`src/rtl/shift_defs_pkg.sv`:
```
// Shared definitions for the sequential shift unit.
// Function codes, FSM state encoding and small code-class helpers.
package shift_defs;

  localparam logic [2:0] FN_NOP  = 3'b000;
  localparam logic [2:0] FN_LOAD = 3'b001;
  localparam logic [2:0] FN_SLL  = 3'b010;
  localparam logic [2:0] FN_SRL  = 3'b011;
  localparam logic [2:0] FN_SRA  = 3'b100;
  localparam logic [2:0] FN_ROR  = 3'b101;
  localparam logic [2:0] FN_ROL  = 3'b110;
  localparam logic [2:0] FN_RSV  = 3'b111;

  typedef enum logic [1:0] {
    ST_IDLE  = 2'd0,
    ST_SHIFT = 2'd1,
    ST_DONE  = 2'd2
  } state_e;

  // Codes that need per-bit SHIFT residency.
  function automatic logic is_shift(
    input logic [2:0] fn
  );
    logic r;
    r = 1'b0;
    unique case (fn)
      FN_SLL,
      FN_SRL,
      FN_SRA,
      FN_ROR,
      FN_ROL:  r = 1'b1;
      default: r = 1'b0;
    endcase
    return r;
  endfunction

endpackage

```
`src/rtl/mux_func_src_sel.sv`:
```
// N:1 selector of packed 3-bit function codes.
// Ports: func_sel (index), func_src (N packed codes), func (selected code).
module mux_func_src_sel #(
  parameter int N_FUNC_SRC = 4,
  parameter int SEL_W      = 2
) (
  input  logic [SEL_W-1:0]        func_sel,
  input  logic [N_FUNC_SRC*3-1:0] func_src,
  output logic [2:0]              func
);

  // Out-of-range selects fall through to source 0.
  always_comb begin
    func = func_src[2:0];
    for (int k = 1; k < N_FUNC_SRC; k++) begin
      if (func_sel == SEL_W'(k)) begin
        func = func_src[3*k +: 3];
      end
    end
  end

endmodule

```
`src/rtl/shift_seq_unit.sv`:
```
// Sequential shift unit: LOAD/shift/rotate, one bit per clock.
// Ports: clk, reset, func_sel, func_src, shamt, data_in, start in;
//        busy, done, data_out out.
module shift_seq_unit
  import shift_defs::*;
#(
  parameter int WIDTH      = 32,
  parameter int N_FUNC_SRC = 4,
  parameter int SEL_W      = 2,
  parameter int SHAMT_W    = 5
) (
  input  logic                    clk,
  input  logic                    reset,
  input  logic [SEL_W-1:0]        func_sel,
  input  logic [N_FUNC_SRC*3-1:0] func_src,
  input  logic [SHAMT_W-1:0]      shamt,
  input  logic [WIDTH-1:0]        data_in,
  input  logic                    start,
  output logic                    busy,
  output logic                    done,
  output logic [WIDTH-1:0]        data_out
);

  logic [2:0]         sel_func;

  state_e             state_q;
  state_e             state_d;
  logic [2:0]         func_q;
  logic [2:0]         func_d;
  logic [SHAMT_W-1:0] cnt_q;
  logic [SHAMT_W-1:0] cnt_d;
  logic [WIDTH-1:0]   data_q;
  logic [WIDTH-1:0]   data_d;

  mux_func_src_sel #(
    .N_FUNC_SRC (N_FUNC_SRC),
    .SEL_W      (SEL_W)
  ) u_func_mux (
    .func_sel (func_sel),
    .func_src (func_src),
    .func     (sel_func)
  );

  // One-bit step of the latched operation.
  function automatic logic [WIDTH-1:0] step1(
    input logic [2:0]       fn,
    input logic [WIDTH-1:0] d
  );
    logic [WIDTH-1:0] r;
    r = d;
    unique case (fn)
      FN_SLL:  r = {d[WIDTH-2:0], 1'b0};
      FN_SRL:  r = {1'b0, d[WIDTH-1:1]};
      FN_SRA:  r = {d[WIDTH-1], d[WIDTH-1:1]};
      FN_ROR:  r = {d[0], d[WIDTH-1:1]};
      FN_ROL:  r = {d[WIDTH-2:0], d[WIDTH-1]};
      default: r = d;
    endcase
    return r;
  endfunction

  always_comb begin
    state_d = state_q;
    func_d  = func_q;
    cnt_d   = cnt_q;
    data_d  = data_q;
    unique case (state_q)
      ST_IDLE: begin
        if (start) begin
          func_d = sel_func;
          cnt_d  = shamt;
          if (sel_func == FN_LOAD) begin
            data_d = data_in;
          end
          // Zero-length shifts finish like NOP.
          if (is_shift(sel_func) && (shamt != '0)) begin
            state_d = ST_SHIFT;
          end else begin
            state_d = ST_DONE;
          end
        end
      end
      ST_SHIFT: begin
        data_d = step1(func_q, data_q);
        cnt_d  = cnt_q - SHAMT_W'(1);
        if (cnt_q == SHAMT_W'(1)) begin
          state_d = ST_DONE;
        end
      end
      ST_DONE: begin
        state_d = ST_IDLE;
      end
      default: begin
        state_d = ST_IDLE;
      end
    endcase
  end

  always_ff @(posedge clk) begin
    if (reset) begin
      state_q <= ST_IDLE;
      func_q  <= FN_NOP;
      cnt_q   <= '0;
      data_q  <= '0;
    end else begin
      state_q <= state_d;
      func_q  <= func_d;
      cnt_q   <= cnt_d;
      data_q  <= data_d;
    end
  end

  assign busy     = (state_q != ST_IDLE);
  assign done     = (state_q == ST_DONE);
  assign data_out = data_q;

endmodule

```
`config.mk`:
```
export PLATFORM = sky130hd
export DESIGN_NAME = shift_seq_unit
export DESIGN_NICKNAME = d
export VERILOG_FILES = /design/src/rtl/shift_defs_pkg.sv /design/src/rtl/mux_func_src_sel.sv /design/src/rtl/shift_seq_unit.sv
export SDC_FILE = /design/constraint.sdc
export NUM_CORES = 1
export LEC_CHECK = 0
export BUFFER_PORTS_ARGS = -buffer_cell sky130_fd_sc_hd__buf_4
export CAP_MARGIN = 20
export CORE_ASPECT_RATIO = 1.25
export CORE_MARGIN = 8
export CORE_UTILIZATION = 40
export CTS_BUF_LIST = sky130_fd_sc_hd__clkbuf_4 sky130_fd_sc_hd__clkbuf_8
export DETAILED_ROUTE_END_ITERATION = 16
export HOLD_SLACK_MARGIN = 0.12
export PLACE_DENSITY_LB_ADDON = 0.2
export SLEW_MARGIN = 20
export SYNTH_ARGS = -nofsm -noshare
export SYNTH_HDL_FRONTEND = slang
export SYNTH_SLANG_ARGS = --single-unit
```
`constraint.sdc`:
```
create_clock -name clk -period 3.2 [get_ports clk]
set_input_delay 0.48 -clock clk [delete_from_list [all_inputs] [get_ports clk]]
set_output_delay 0.48 -clock clk [all_outputs]
set_load 0.1 [all_outputs]
```
# After elaboration in Yosys (flattened, before gate mapping)
# Index checks and enable logic that the tools add are counted.
dict set report op_classes {
  eq_ne 23
  muxes 16
  addsub 1
  reduce_logical 11
}
# op n
set ops {}
lappend ops {{$pmux W32 S5} 1}
lappend ops {{$mux W32} 2}
lappend ops {{$pmux W32 S2} 1}
lappend ops {{$eq A3 B3 Y1 const B} 6}
lappend ops {{$eq A3 B2 Y1 const B} 4}
lappend ops {{$pmux W5 S2} 1}
lappend ops {{$mux W3} 3}
lappend ops {{$ne A2 B2 Y1 const B} 4}
lappend ops {{$eq A2 B2 Y1 const B} 3}
lappend ops {{$mux W2} 3}
lappend ops {{$ne A6 B1 Y1 const B} 1}
lappend ops {{$reduce_and A2 Y1} 3}
lappend ops {{$eq A5 B1 Y1 const B} 1}
lappend ops {{$mux W5} 1}
lappend ops {{$ne A5 B1 Y1 const B} 1}
lappend ops {{$reduce_and A5 Y1} 1}
lappend ops {{$reduce_bool A5 Y1} 1}
lappend ops {{$reduce_or A5 Y1} 1}
lappend ops {{$sub A5 B1 Y5 const B} 1}
lappend ops {{$eq A2 B1 Y1 const B} 2}
lappend ops {{$pmux W2 S2} 1}
lappend ops {{$reduce_and A4 Y1} 1}
lappend ops {{$reduce_bool A2 Y1} 2}
lappend ops {{$eq A3 B1 Y1 const B} 1}
lappend ops {{3 further kinds} 5}
dict set report word_totals {
  regBits 42
  input_bits 54
  output_inout_bits 34
  elab_cells 56
}

# Logic depth before layout (Yosys ltp)
# Gate-level depths: netlist of run 1.
dict set report depth {
  ltp_word 13
  ltp_mapped 6
  mapped_depth_nobuf 6
}

# Hierarchy
# A second synthesis of run 1 with hierarchy kept.
dict set report hier_totals {
  cells_unflattened 269
  hier_area_um2 2635.0
}
# module cells_per_inst area_per_inst_um2 n_inst seq_area_each_um2
set modules_own_cells {}
lappend modules_own_cells {shift_seq_unit 266 2556.2 1 840.8}
lappend modules_own_cells {mux_func_src_sel 3 78.8 1 0.0}

# Worst setup path after synthesis of run 1
# Ideal clock, no wire load.
dict set report synth_timing {
  path_type {flip-flop to output port}
  start {reg state_q[0]}
  end {out done}
  t_required_ps 2720
  path_buffers 1
  t_arrival_ps 1838
  slack_ps 882
  stages_incl_launch_ff 3
  cell_sequence {dfxtp_1 -> clkbuf_1 -> nor2b_1}
}
dict set report synth_between {
  elab_chain_len 1
}
# element line_no
set synth_rtl {}
lappend synth_rtl {{start, declared} shift_seq_unit.sv:26} ;# state_e state_q;
lappend synth_rtl {{start signal, assigned} shift_seq_unit.sv:106} ;# state_q <= state_d;
lappend synth_rtl {{$eq A2 B2 Y1} shift_seq_unit.sv:114} ;# assign done = (state_q == ST_DONE);
lappend synth_rtl {{end, declared} shift_seq_unit.sv:20} ;# output logic done,
# Every way passes these cells.

# Worst setup path in the final report of run 1
dict set report layout_timing {
  start {reg state_q[0]}
  end {reg data_q[10] (netlist: data_out[10])}
}
dict set report layout_between {
  elab_chain_len 3
  elab_cells_between_ends 8
  classes_between {eq/ne: 4; mux: 1; reduce/logical: 3}
}
# element line_no
set layout_rtl {}
lappend layout_rtl {{$eq A2 B1 Y1 or $logic_not A2 Y1 (tied branches)} shift_seq_unit.sv:67} ;# unique case (state_q)
lappend layout_rtl {{$ne A6 B1 Y1 (no line), or another cell as far along} -}
lappend layout_rtl {{$reduce_and A4 Y1 (no line)} -}
lappend layout_rtl {{end signal, assigned} shift_seq_unit.sv:109} ;# data_q <= data_d;
lappend layout_rtl {{end, declared} shift_seq_unit.sv:32} ;# logic [WIDTH-1:0] data_q;
# Several ways; a longest one is shown, not always the timed one.
# A chain may end at the register's enable or synchronous reset.

==> out/qor_table.md, run 1 <==
| Stage | Result | Reported |
|:---|:---|:---|
| placed design | Detailed placement HPWL | 5610 µm |
| clocking | TritonCTS clock tree | done |
| synthesis | Gate count after technology mapping | 343 |
| die | Horiz. Die Dim | 90.6 µm |
| synthesis | Post-synth cell types | 40 |
| synthesis | Post-Syn Area per Cell | 8.12 µm² |
| setup path | Highest cell delay on the worst timing path | 0.71 ns |
| timing | RSZ-0062 raised after global routing | false |
| clocking | # clock sinks | 42 |
| setup path | Cell occurring most often along the worst timing path | nor2_1 |
| global routing | Vias in the first global route | 2957 |
| run | Max cap viols | 0 |
| routing | DR vias | 2809 |
| layout | Syn-to-layout area delta | 27.3% |
| die | # rows | 34 |
| timing | Share of the clock period used by the worst path after layout | 70.0% |
| layout | Number of nets in the final layout | 464 |
| synthesis | Count of flip-flops with a built-in enable after synthesis | 0 |
| timing | Worst slew margin relative to its limit | 47.6% |
| setup path | Worst EP required | 3.41 ns |
| layout | Area taken by flip-flops and latches | 841 µm² |
| min path | Hold Path Cell Cnt | 2 |
| routing | Post-DR vias/cell | 5.63 |
| clocking | CTS Root Cell | clkbuf_8 |
| setup path | Family with the most delay on the worst path | simple AND/OR/NAND/NOR gates |
| global routing | Number of antenna violations at the first check in global routing | 0 |
| timing | Final hold viol count | 0 |
| setup path | Element type at the critical path end | flop |
| timing | Clock skew after layout | 0.00748 ns |
| layout | Final antenna diode count | 0 |
| setup path | Cells on worst reg2reg path | 4 |
| synthesis | Netlist area before placement | 2780 µm² |
| die | Placeable core region | 6850 µm² |
| synthesis | Ys Warns | 0 |
| layout | Count of placed standard cells in the final layout, fillers left out | 499 |
| pwr | Pwr dens | 533 nW/µm² |
| die | Die height | 109 µm |
| setup path | Series of cell instances along the critical path | nor2_1 > nor2_1 > nand4_4 > mux2i_1 |
| clocking | Worst skew pair latency | 0.29 ns |
| status | Outcome | complete, no violations |
| synthesis | Count of state elements after synthesis | 42 |
| setup path | Type of origin of the critical path | flop |
| routing | Antenna Nets Post-Route | 0 |
| layout | Fraction of final layout cells sized beyond drive strength 1 | 26.4% |
| timing | Final setup TNS | 0 ns |
| die | Initial cell density of the core | 40.6% |
| routing | Total wirelength of the detailed-routed design | 8010 µm |
| timing | Max Freq | 446 MHz |
| clocking | TritonCTS buffer count | 5 |
| clocking | Number of cells upsized or downsized after cts | 0 |
| timing | Post-route minimum period | 2.24 ns |
| global routing | GRT overflow | 0 |
| clocking | Buffer levels on the longest clock path | 2 |
| setup path | Critical Path Fanout Max | 31 |
| routing | DRC violation count after routing | 0 |
| setup path | Critical-path top delay cell | nand4_4 |
| routing | Number of violations reported at the end of detailed-routing iteration 0 | 130 |
| layout | Area occupied by multi-input gates | 1780 µm² |
| synthesis | Number of nets produced by synthesis | 399 |
| setup path | Buf+Inv Stages, Crit Path | 0 |
| placed design | Port buffer count | 87 |
| global routing | Wire length of the first global-routing pass | 13600 µm |
| clocking | Post-CTS setup buffers | 0 |
| routing | Number of iterations in the first detailed-routing pass | 4 |
| setup path | Arr. time, crit path | 2.45 ns |
| min path | Worst hold path class | flop to flop |
| pwr | P_leak | 1.51 nW |
| die | DIE AREA | 9900 µm² |
| clocking | Number of hold-repair buffers added at the cts stage | 0 |
| placed design | Gpl congestion | 0.804 |
| synthesis | Proportion of synthesized chip area in sequential cells | 30.2% |
| die | Total I/O pin count | 88 |
| timing | Final setup vio count | 0 |
| routing | Average routed wire per standard cell | 16.1 µm |
| clocking | CTS clk-pin slew, worst paths | 0.08 ns |
| global routing | Global-route total usage across every layer | 16.1% |
| clocking | Number of levels the H-tree was split into | 2 |
| timing | Worst slew pin tran | 0.784 ns |
| timing | Count of pins over their slew limit | 0 |
| synthesis | Prevailing post-synth register cell | dfxtp_1 |
| global routing | Largest net degree at the start of global routing | 75 |
| layout | Fillers | 685 |
| placed design | Placed cells | 491 |
| synthesis | Synth async-reset ratio | 0% |
| pwr | VDD IR-drop max | 0.380 mV |
| pwr | Final Total Pwr | 0.00189 W |
| setup path | Category of the most critical setup path | flop to flop |
| setup path | Worst path depth | 4 |
area by class of cell:
class | count | area share (%)
Timing Repair Buffer | 93 | 19.7
Tap cell | 90 | 3.18
Sequential cell | 42 | 23.7
Inverter | 4 | 0.424
Clock inverter | 2 | 0.353
Clock buffer | 6 | 2.33
Multi-Input combinational cell | 262 | 50.3
synthesized netlist by cell type, types with 2 or more instances:
cell,number,area share (%)
nor2_1,42,5.7
nand2b_1,35,7.9
clkbuf_1,28,3.8
nor3_1,4,0.72
dfxtp_1,42,30
and3_1,2,0.45
mux2i_1,32,12
o21ai_0,33,5.9
a311o_1,31,11
buf_1,2,0.27
nor3b_1,2,0.54
ha_1,2,0.90
nand2_1,7,0.94
mux4_2,3,2.4
nor2b_1,3,0.67
nand3_1,34,6.1
a21oi_1,9,1.6
buf_6,3,1.2
buf_2,2,0.36
and3b_1,3,0.94
a211oi_1,2,0.54
inv_1,4,0.54
worst register-to-register path: cells and delay by family (launching register included):
family / cells / cell delay [ns]
and+or+nand+nor: 3 / 1.22
muxes: 1 / 0.39
DFF: 1 / 0.56
kinds of logic (layout without fill, tap and decap cells):
kind of cell,count (synthesis),in the layout,share of synthesized area [%]
XOR/XNOR,1,1,0.315
AO/OA/AOI/OAI,85,85,22.1
adder cells (fa/ha/maj),2,2,0.899
AND/OR/NAND/NOR,139,139,26.4
multiplexers,35,35,13.9
flip-flops,42,42,30.2
buffers and inverters,39,105,6.16
placed cells by master (no fill, tap or decap), types with 4 or more instances in the layout:
master	count
nand2b_1	35
nor3_1	4
nor2_1	42
nand2_1	7
clkbuf_8	6
mux2i_1	32
o21ai_0	33
buf_4	93
a21oi_1	9
nand3_1	34
a311o_1	31
inv_1	4
dfxtp_1	42
worst paths after layout:
check,endpoint,slack (ns),from
max reg2reg,data_out[10],0.96,state_q[0]
min,cnt_q[1],0.48,cnt_q[1]
max,data_out[10],0.96,state_q[0]
min reg2reg,cnt_q[1],0.48,cnt_q[1]
sequential cells by signal (all words and copies together), names as in the netlist:
name      count
cnt_q         5
state_q       2
data_out     32
func_q        3
power by group:
| group | total, W | switching (W) | internal [W] |
|---|---|---|---|
| clock network | 0.000360 | 0.000187 | 0.000174 |
| registers | 0.000657 | 0.0000752 | 0.000582 |
| logic | 0.000870 | 0.000590 | 0.000280 |
layer usage:
| metal | vias to the layer above | track usage, % | wire [µm] |
|---|---|---|---|
| met5 | - | 0 | 0 |
| met4 | 0 | 5.13 | 127 |
| met3 | 11 | 3.93 | 466 |
| met2 | 88 | 28.6 | 3980 |
| met1 | 1318 | 18.8 | 3440 |
| li1 | 1392 | - | - |
per-stage QoR:
| step | hold WS, ns | worst slack, ns | area [µm²] | utilization (%) |
|---|---|---|---|---|
| 2_1_floorplan | 0.445 | 0.882 | 2780 | - |
| 3_3_place_gp | 0.470 | 0.783 | 3450 | 50.3 |
| 3_5_place_dp | 0.480 | 0.738 | 3450 | 50.3 |
| 4_1_cts | 0.492 | 0.934 | 3540 | 51.7 |
| 5_1_grt | 0.501 | 0.729 | 3540 | 51.7 |
| 6_report | 0.484 | 0.959 | 3540 | 51.7 |
No activity file was read; power rests on OpenSTA's default activity.
==> run 2: changes to the inputs <==
- clock period: 3.2 -> 2.3 ns (I/O delays scaled with it)
==> out/qor_table.md, run 2 (synthesized netlist as in run 1, its figures left out) <==
| Stage | Result | Reported |
|:---|:---|:---|
| status | Outcome | complete, no violations |
| setup path | Category of the most critical setup path | flop to flop |
| routing | Average routed wire per standard cell | 15.9 µm |
| setup path | Capturing point of the worst reg2reg path | data_out[25] |
| layout | Fillers | 682 |
| timing | Post-route minimum period | 1.84 ns |
| layout | Most used cells in the layout excluding fill and tap cells | buf_4, nor2_1, dfxtp_1 |
| min path | Hold path startpoint | start |
| min path | Hold Path Sink | func_q[0] |
| die | DIE AREA | 9900 µm² |
| timing | RSZ-0062 raised after global routing | false |
| placed design | Setup WS pre-CTS | 0.132 ns |
| setup path | Worst reg-to-reg setup slack | 0.46 ns |
| pwr | VDD IR-drop max | 0.393 mV |
| placed design | Port buffer count | 87 |
| die | Horiz. Die Dim | 90.6 µm |
| clocking | CTS clk-pin slew, worst paths | 0.09 ns |
| setup path | Worst EP required | 2.46 ns |
| setup path | Cells on worst reg2reg path | 5 |
| setup path | Type of origin of the critical path | flop |
| placed design | Gpl congestion | 0.760 |
| timing | Max Freq | 543 MHz |
| min path | Worst hold path class | input pin to flop |
| clocking | Worst skew pair latency | 0.29 ns |
| min path | Hold Path Cell Cnt | 3 |
| routing | DR vias | 2799 |
| routing | Total wirelength of the detailed-routed design | 7960 µm |
| routing | Number of iterations in the first detailed-routing pass | 4 |
| pwr | Pwr dens | 758 nW/µm² |
| global routing | Largest net degree at the start of global routing | 75 |
| timing | Share of the clock period used by the worst path after layout | 80.1% |
| routing | DRC violation count after routing | 0 |
| die | Die height | 109 µm |
| pwr | P_leak | 1.53 nW |
| timing | Final setup vio count | 0 |
| timing | Count of pins over their slew limit | 0 |
| clocking | Number of levels the H-tree was split into | 2 |
| setup path | Startpoint of the worst-slack reg-to-reg timing path | state_q[0] |
| layout | Count of placed standard cells in the final layout, fillers left out | 500 |
| pwr | Final Total Pwr | 0.00270 W |
| global routing | Number of antenna violations at the first check in global routing | 0 |
| global routing | Global-route total usage across every layer | 15.7% |
| setup path | Element type at the critical path end | flop |
| layout | Syn-to-layout area delta | 28.0% |
| global routing | Wire length of the first global-routing pass | 13300 µm |
| timing | Final hold viol count | 0 |
| setup path | Arr. time, crit path | 2.00 ns |
| clocking | Number of hold-repair buffers added at the cts stage | 0 |
| layout | Flip-flop count of the largest register, all copies and words added | 32 |
| timing | Clock skew after layout | 0.00614 ns |
| clocking | Post-CTS setup buffers | 0 |
| layout | Number of nets in the final layout | 465 |
| die | Total I/O pin count | 88 |
| clocking | Buffer levels on the longest clock path | 2 |
| global routing | Vias in the first global route | 2866 |
| run | Max cap viols | 0 |
| routing | Antenna Nets Post-Route | 0 |
| clocking | # clock sinks | 42 |
| setup path | Critical Path Fanout Max | 31 |
| clocking | Number of cells upsized or downsized after cts | 0 |
| placed design | Placed cells | 492 |
| die | # rows | 34 |
| routing | Number of violations reported at the end of detailed-routing iteration 0 | 242 |
| die | Placeable core region | 6850 µm² |
| timing | Min setup slack post-route | 0.458 ns |
| layout | Final antenna diode count | 0 |
| timing | Worst slew pin tran | 0.656 ns |
| routing | Post-DR vias/cell | 5.60 |
| clocking | TritonCTS buffer count | 5 |
| layout | Fraction of final layout cells sized beyond drive strength 1 | 26.6% |
| placed design | Detailed placement HPWL | 5420 µm |
| global routing | GRT overflow | 0 |
| timing | Final setup TNS | 0 ns |
| clocking | CTS Root Cell | clkbuf_8 |
| clocking | TritonCTS clock tree | done |
| layout | Most common cell after layout, fill and taps aside | buf_4 |
| die | Initial cell density of the core | 40.6% |
| timing | Worst slew margin relative to its limit | 56.3% |
## run 2: changes by cell type in the layout (fill, tap and decap cells not counted), sizes merged
cell,previous run,this run
clkinvlp,1,0
clkbuf,6,5
bufinv,0,1
buf,93,94
clkinv,1,2
## run 2: layout make-up
type | count | area (µm²) | area share [%]
repair buffers | 94 | 706 | 19.8
multi-input cells | 262 | 1780 | 50.0
clock buffers | 5 | 68.8 | 1.93
flip-flops and latches | 42 | 841 | 23.6
well taps | 90 | 113 | 3.16
clock inverters | 3 | 40.0 | 1.12
inverters | 4 | 15.0 | 0.421
## run 2: layer usage
metal  track usage [%]  part of all wire (%)  vias to the layer above
met2              28.0                    50                       74
li1                  -                     -                     1395
met5                 0                     0                        -
met1              18.4                    44                     1324
met4              5.48                  0.87                        0
met3              3.37                   5.6                        6
## run 2: power by group
part | leakage [nW] | total (W) | switching, W | internal (W)
Sequential | 0.342 | 0.000914 | 0.000104 | 0.000810
Combinational | 1.13 | 0.00121 | 0.000816 | 0.000389
Clock | 0.0579 | 0.000583 | 0.000264 | 0.000320
Total | 1.53 | 0.00270 | 0.00118 | 0.00152
## run 2: through the flow
stage	instance area, µm²	util [%]	hold slack, ns
4_1_cts	3560	52.0	0.343
5_1_grt	3560	52.0	0.364
2_1_floorplan	2780	-	0.445
3_3_place_gp	3460	50.5	0.470
6_report	3560	52.0	0.350
3_5_place_dp	3460	50.5	0.473
## run 2: worst max-delay path, stage by stage (launching register included)
cell	delay, ns
dfxtp_1	0.57
nor2_1	0.09
nor2_1	0.41
nand4_4	0.11
buf_4	0.33
mux2i_1	0.18
## run 2: how the worst max path moves through the flow
stage | start | end | slack, ns | cells past startpoint
2_1_floorplan | state_q[0] | done | 0.12 | 2
3_3_place_gp | func_sel[0] | data_out[16] | 0.20 | 6
3_5_place_dp | func_sel[0] | data_out[4] | 0.13 | 6
4_1_cts | func_sel[0] | data_out[4] | 0.45 | 6
5_1_grt | state_q[0] | data_out[23] | 0.34 | 5
6_report | state_q[0] | data_out[25] | 0.46 | 5
==> run 3: changes to the inputs <==
- clock period: 2.3 -> 1.5 ns (I/O delays scaled with it)
==> out/qor_table.md, run 3 (synthesized netlist as in run 1, its figures left out) <==
| Stage | Result | Reported |
|:---|:---|:---|
| setup path | Type of origin of the critical path | flop |
| pwr | Gate power share | 51.8% |
| die | Horiz. Die Dim | 90.6 µm |
| timing | Count of pins over their slew limit | 0 |
| pwr | Internal Pwr Total | 0.00245 W |
| global routing | Wire length of the first global-routing pass | 13600 µm |
| placed design | Gpl congestion | 0.831 |
| layout | Finished Cell Area | 4070 µm² |
| timing | Min setup slack post-route | -0.0416 ns |
| layout | Most common cell after layout, fill and taps aside | buf_4 |
| status | Failing checks | negative setup slack |
| routing | Number of iterations in the first detailed-routing pass | 4 |
| pwr | Switching share of total power | 44.3% |
| clocking | TritonCTS buffer count | 5 |
| layout | Fillers | 614 |
| setup path | Series of cell instances along the critical path | buf_6 > nor2b_4 > buf_12 > o21ai_1 > a311o_1 > mux2i_1 |
| placed design | Area after DPL | 3700 µm² |
| timing | Clock skew after layout | 0.0105 ns |
| routing | Total wirelength of the detailed-routed design | 9340 µm |
| timing | Max Freq | 649 MHz |
| timing | Worst slew pin tran | 0.466 ns |
| global routing | Largest net degree at the start of global routing | 39 |
| clocking | CTS clk-pin slew, worst paths | 0.08 ns |
| die | # rows | 34 |
| die | Placeable core region | 6850 µm² |
| setup path | Critical-path top delay cell | dfxtp_4 |
| routing | Antenna Nets Post-Route | 0 |
| run | Max cap viols | 0 |
| global routing | GRT overflow | 0 |
| clocking | Buffer levels on the longest clock path | 2 |
| timing | Share of the clock period used by the worst path after layout | 103% |
| layout | Flip-flop count of the largest register, all copies and words added | 32 |
| routing | Average routed wire per standard cell | 17.9 µm |
| clocking | # clock sinks | 42 |
| setup path | Element type at the critical path end | flop |
| timing | Worst slew margin relative to its limit | 68.9% |
| setup path | Critical Path Fanout Max | 8 |
| clocking | CTS Root Cell | clkbuf_8 |
| status | Outcome | complete, but fails checks |
| placed design | Detailed placement HPWL | 5870 µm |
| min path | Worst hold path class | input pin to flop |
| layout | Area taken by flip-flops and latches | 891 µm² |
| pwr | Pwr dens | 1080 nW/µm² |
| layout | Syn-to-layout area delta | 46.2% |
| timing | RSZ-0062 raised after global routing | true |
| layout | Core Util, Final | 59.4% |
| routing | Post-DR vias/cell | 5.72 |
| pwr | Part of the power in registers | 32.1% |
| pwr | Sw power | 0.00195 W |
| setup path | Arr. time, crit path | 1.75 ns |
| global routing | Number of antenna violations at the first check in global routing | 0 |
| placed design | Setup WS pre-CTS | -0.274 ns |
| pwr | Clock share of power | 16.1% |
| pwr | VDD IR-drop max | 0.863 mV |
| clocking | Number of levels the H-tree was split into | 2 |
| timing | Final hold viol count | 0 |
| setup path | Worst EP required | 1.71 ns |
| pwr | P_leak | 1.74 nW |
| setup path | Category of the most critical setup path | flop to flop |
| die | Total I/O pin count | 88 |
| clocking | Worst skew pair latency | 0.30 ns |
| clocking | TritonCTS clock tree | done |
| global routing | Global-route total usage across every layer | 16.2% |
| routing | DR vias | 2990 |
| layout | Most used cells in the layout excluding fill and tap cells | buf_4, nor2_1, nand2b_1, nand3_1, dfxtp_2 |
| min path | Hold Path Cell Cnt | 3 |
| setup path | Highest cell delay on the worst timing path | 0.36 ns |
| timing | Final setup TNS | -0.388 ns |
| die | Die height | 109 µm |
| layout | Fraction of final layout cells sized beyond drive strength 1 | 41.1% |
| layout | Area occupied by multi-input gates | 1840 µm² |
| global routing | Vias in the first global route | 2876 |
| die | Initial cell density of the core | 40.6% |
| timing | Final setup vio count | 22 |
| layout | Final antenna diode count | 0 |
| die | DIE AREA | 9900 µm² |
| timing | Post-route minimum period | 1.54 ns |
| routing | Number of violations reported at the end of detailed-routing iteration 0 | 188 |
| routing | DRC violation count after routing | 0 |
| setup path | Cells on worst reg2reg path | 6 |
| placed design | Port buffer count | 87 |
| layout | Number of nets in the final layout | 489 |
## run 3: changes by cell type in the layout (fill, tap and decap cells not counted), sizes merged
| cell | before | now |
|---|---|---|
| clkinvlp | 0 | 1 |
| buf | 94 | 112 |
| inv | 4 | 3 |
| clkbuf | 5 | 11 |
| bufinv | 1 | 0 |
## run 3: path summary, 6_finish.rpt
path                                 from      endpoint  slack, ns
worst max register to register  func_q[1]  data_out[13]      -0.04
worst min register to register   cnt_q[1]      cnt_q[1]       0.48
worst min-delay path                start    state_q[0]       0.24
worst max-delay path            func_q[1]  data_out[13]      -0.04
## run 3: what timing repair did
item,CTS,global route
hold buffers,0,0
endpoints found under the hold margin,0,0
cloned,0,8
buffers inserted,2,3
resized for setup,9,34
endpoints found under the setup margin,32,33
pin swaps,0,34
## run 3: layout make-up
class | count | share of cell area [%]
clock buffers | 5 | 1.69
multi-input cells | 262 | 45.3
clock inverters | 2 | 0.246
repair buffers | 118 | 27.7
inverters | 4 | 0.461
flip-flops and latches | 42 | 21.9
well taps | 90 | 2.77
## run 3: power groups by stage
stage                     Sequential (W)  Combinational, W  Clock, W
final                            0.00141           0.00228  0.000707
after global placement           0.00142           0.00201         0
after global routing             0.00143           0.00240  0.000755
after floorplan                  0.00199          0.000901         0
after detailed placement         0.00143           0.00204         0
after CTS                        0.00140           0.00210  0.000716
## run 3: through the flow
stage          total power (W)  instances  hold slack (ns)
2_1_floorplan          0.00289        343            0.419
3_3_place_gp           0.00344        504            0.465
3_5_place_dp           0.00346        504            0.469
6_report               0.00439        523            0.243
5_1_grt                0.00458        523            0.277
4_1_cts                0.00421        513            0.234
## run 3: layer usage
layer  part of all wire, %  routed length [µm]  track usage [%]
met2                    52                4900             28.8
met4                  0.97                  91             4.65
met1                    40                3750             18.4
met5                     0                   0                0
met3                   6.4                 600             4.68
## run 3: critical path: cells and delay by family (launching register included)
family | cells | cell delay, ns
AO/OA/AOI/OAI | 2 | 0.40
AND/OR/NAND/NOR | 1 | 0.25
flip-flops | 1 | 0.36
buffers and inverters | 2 | 0.28
multiplexers | 1 | 0.16
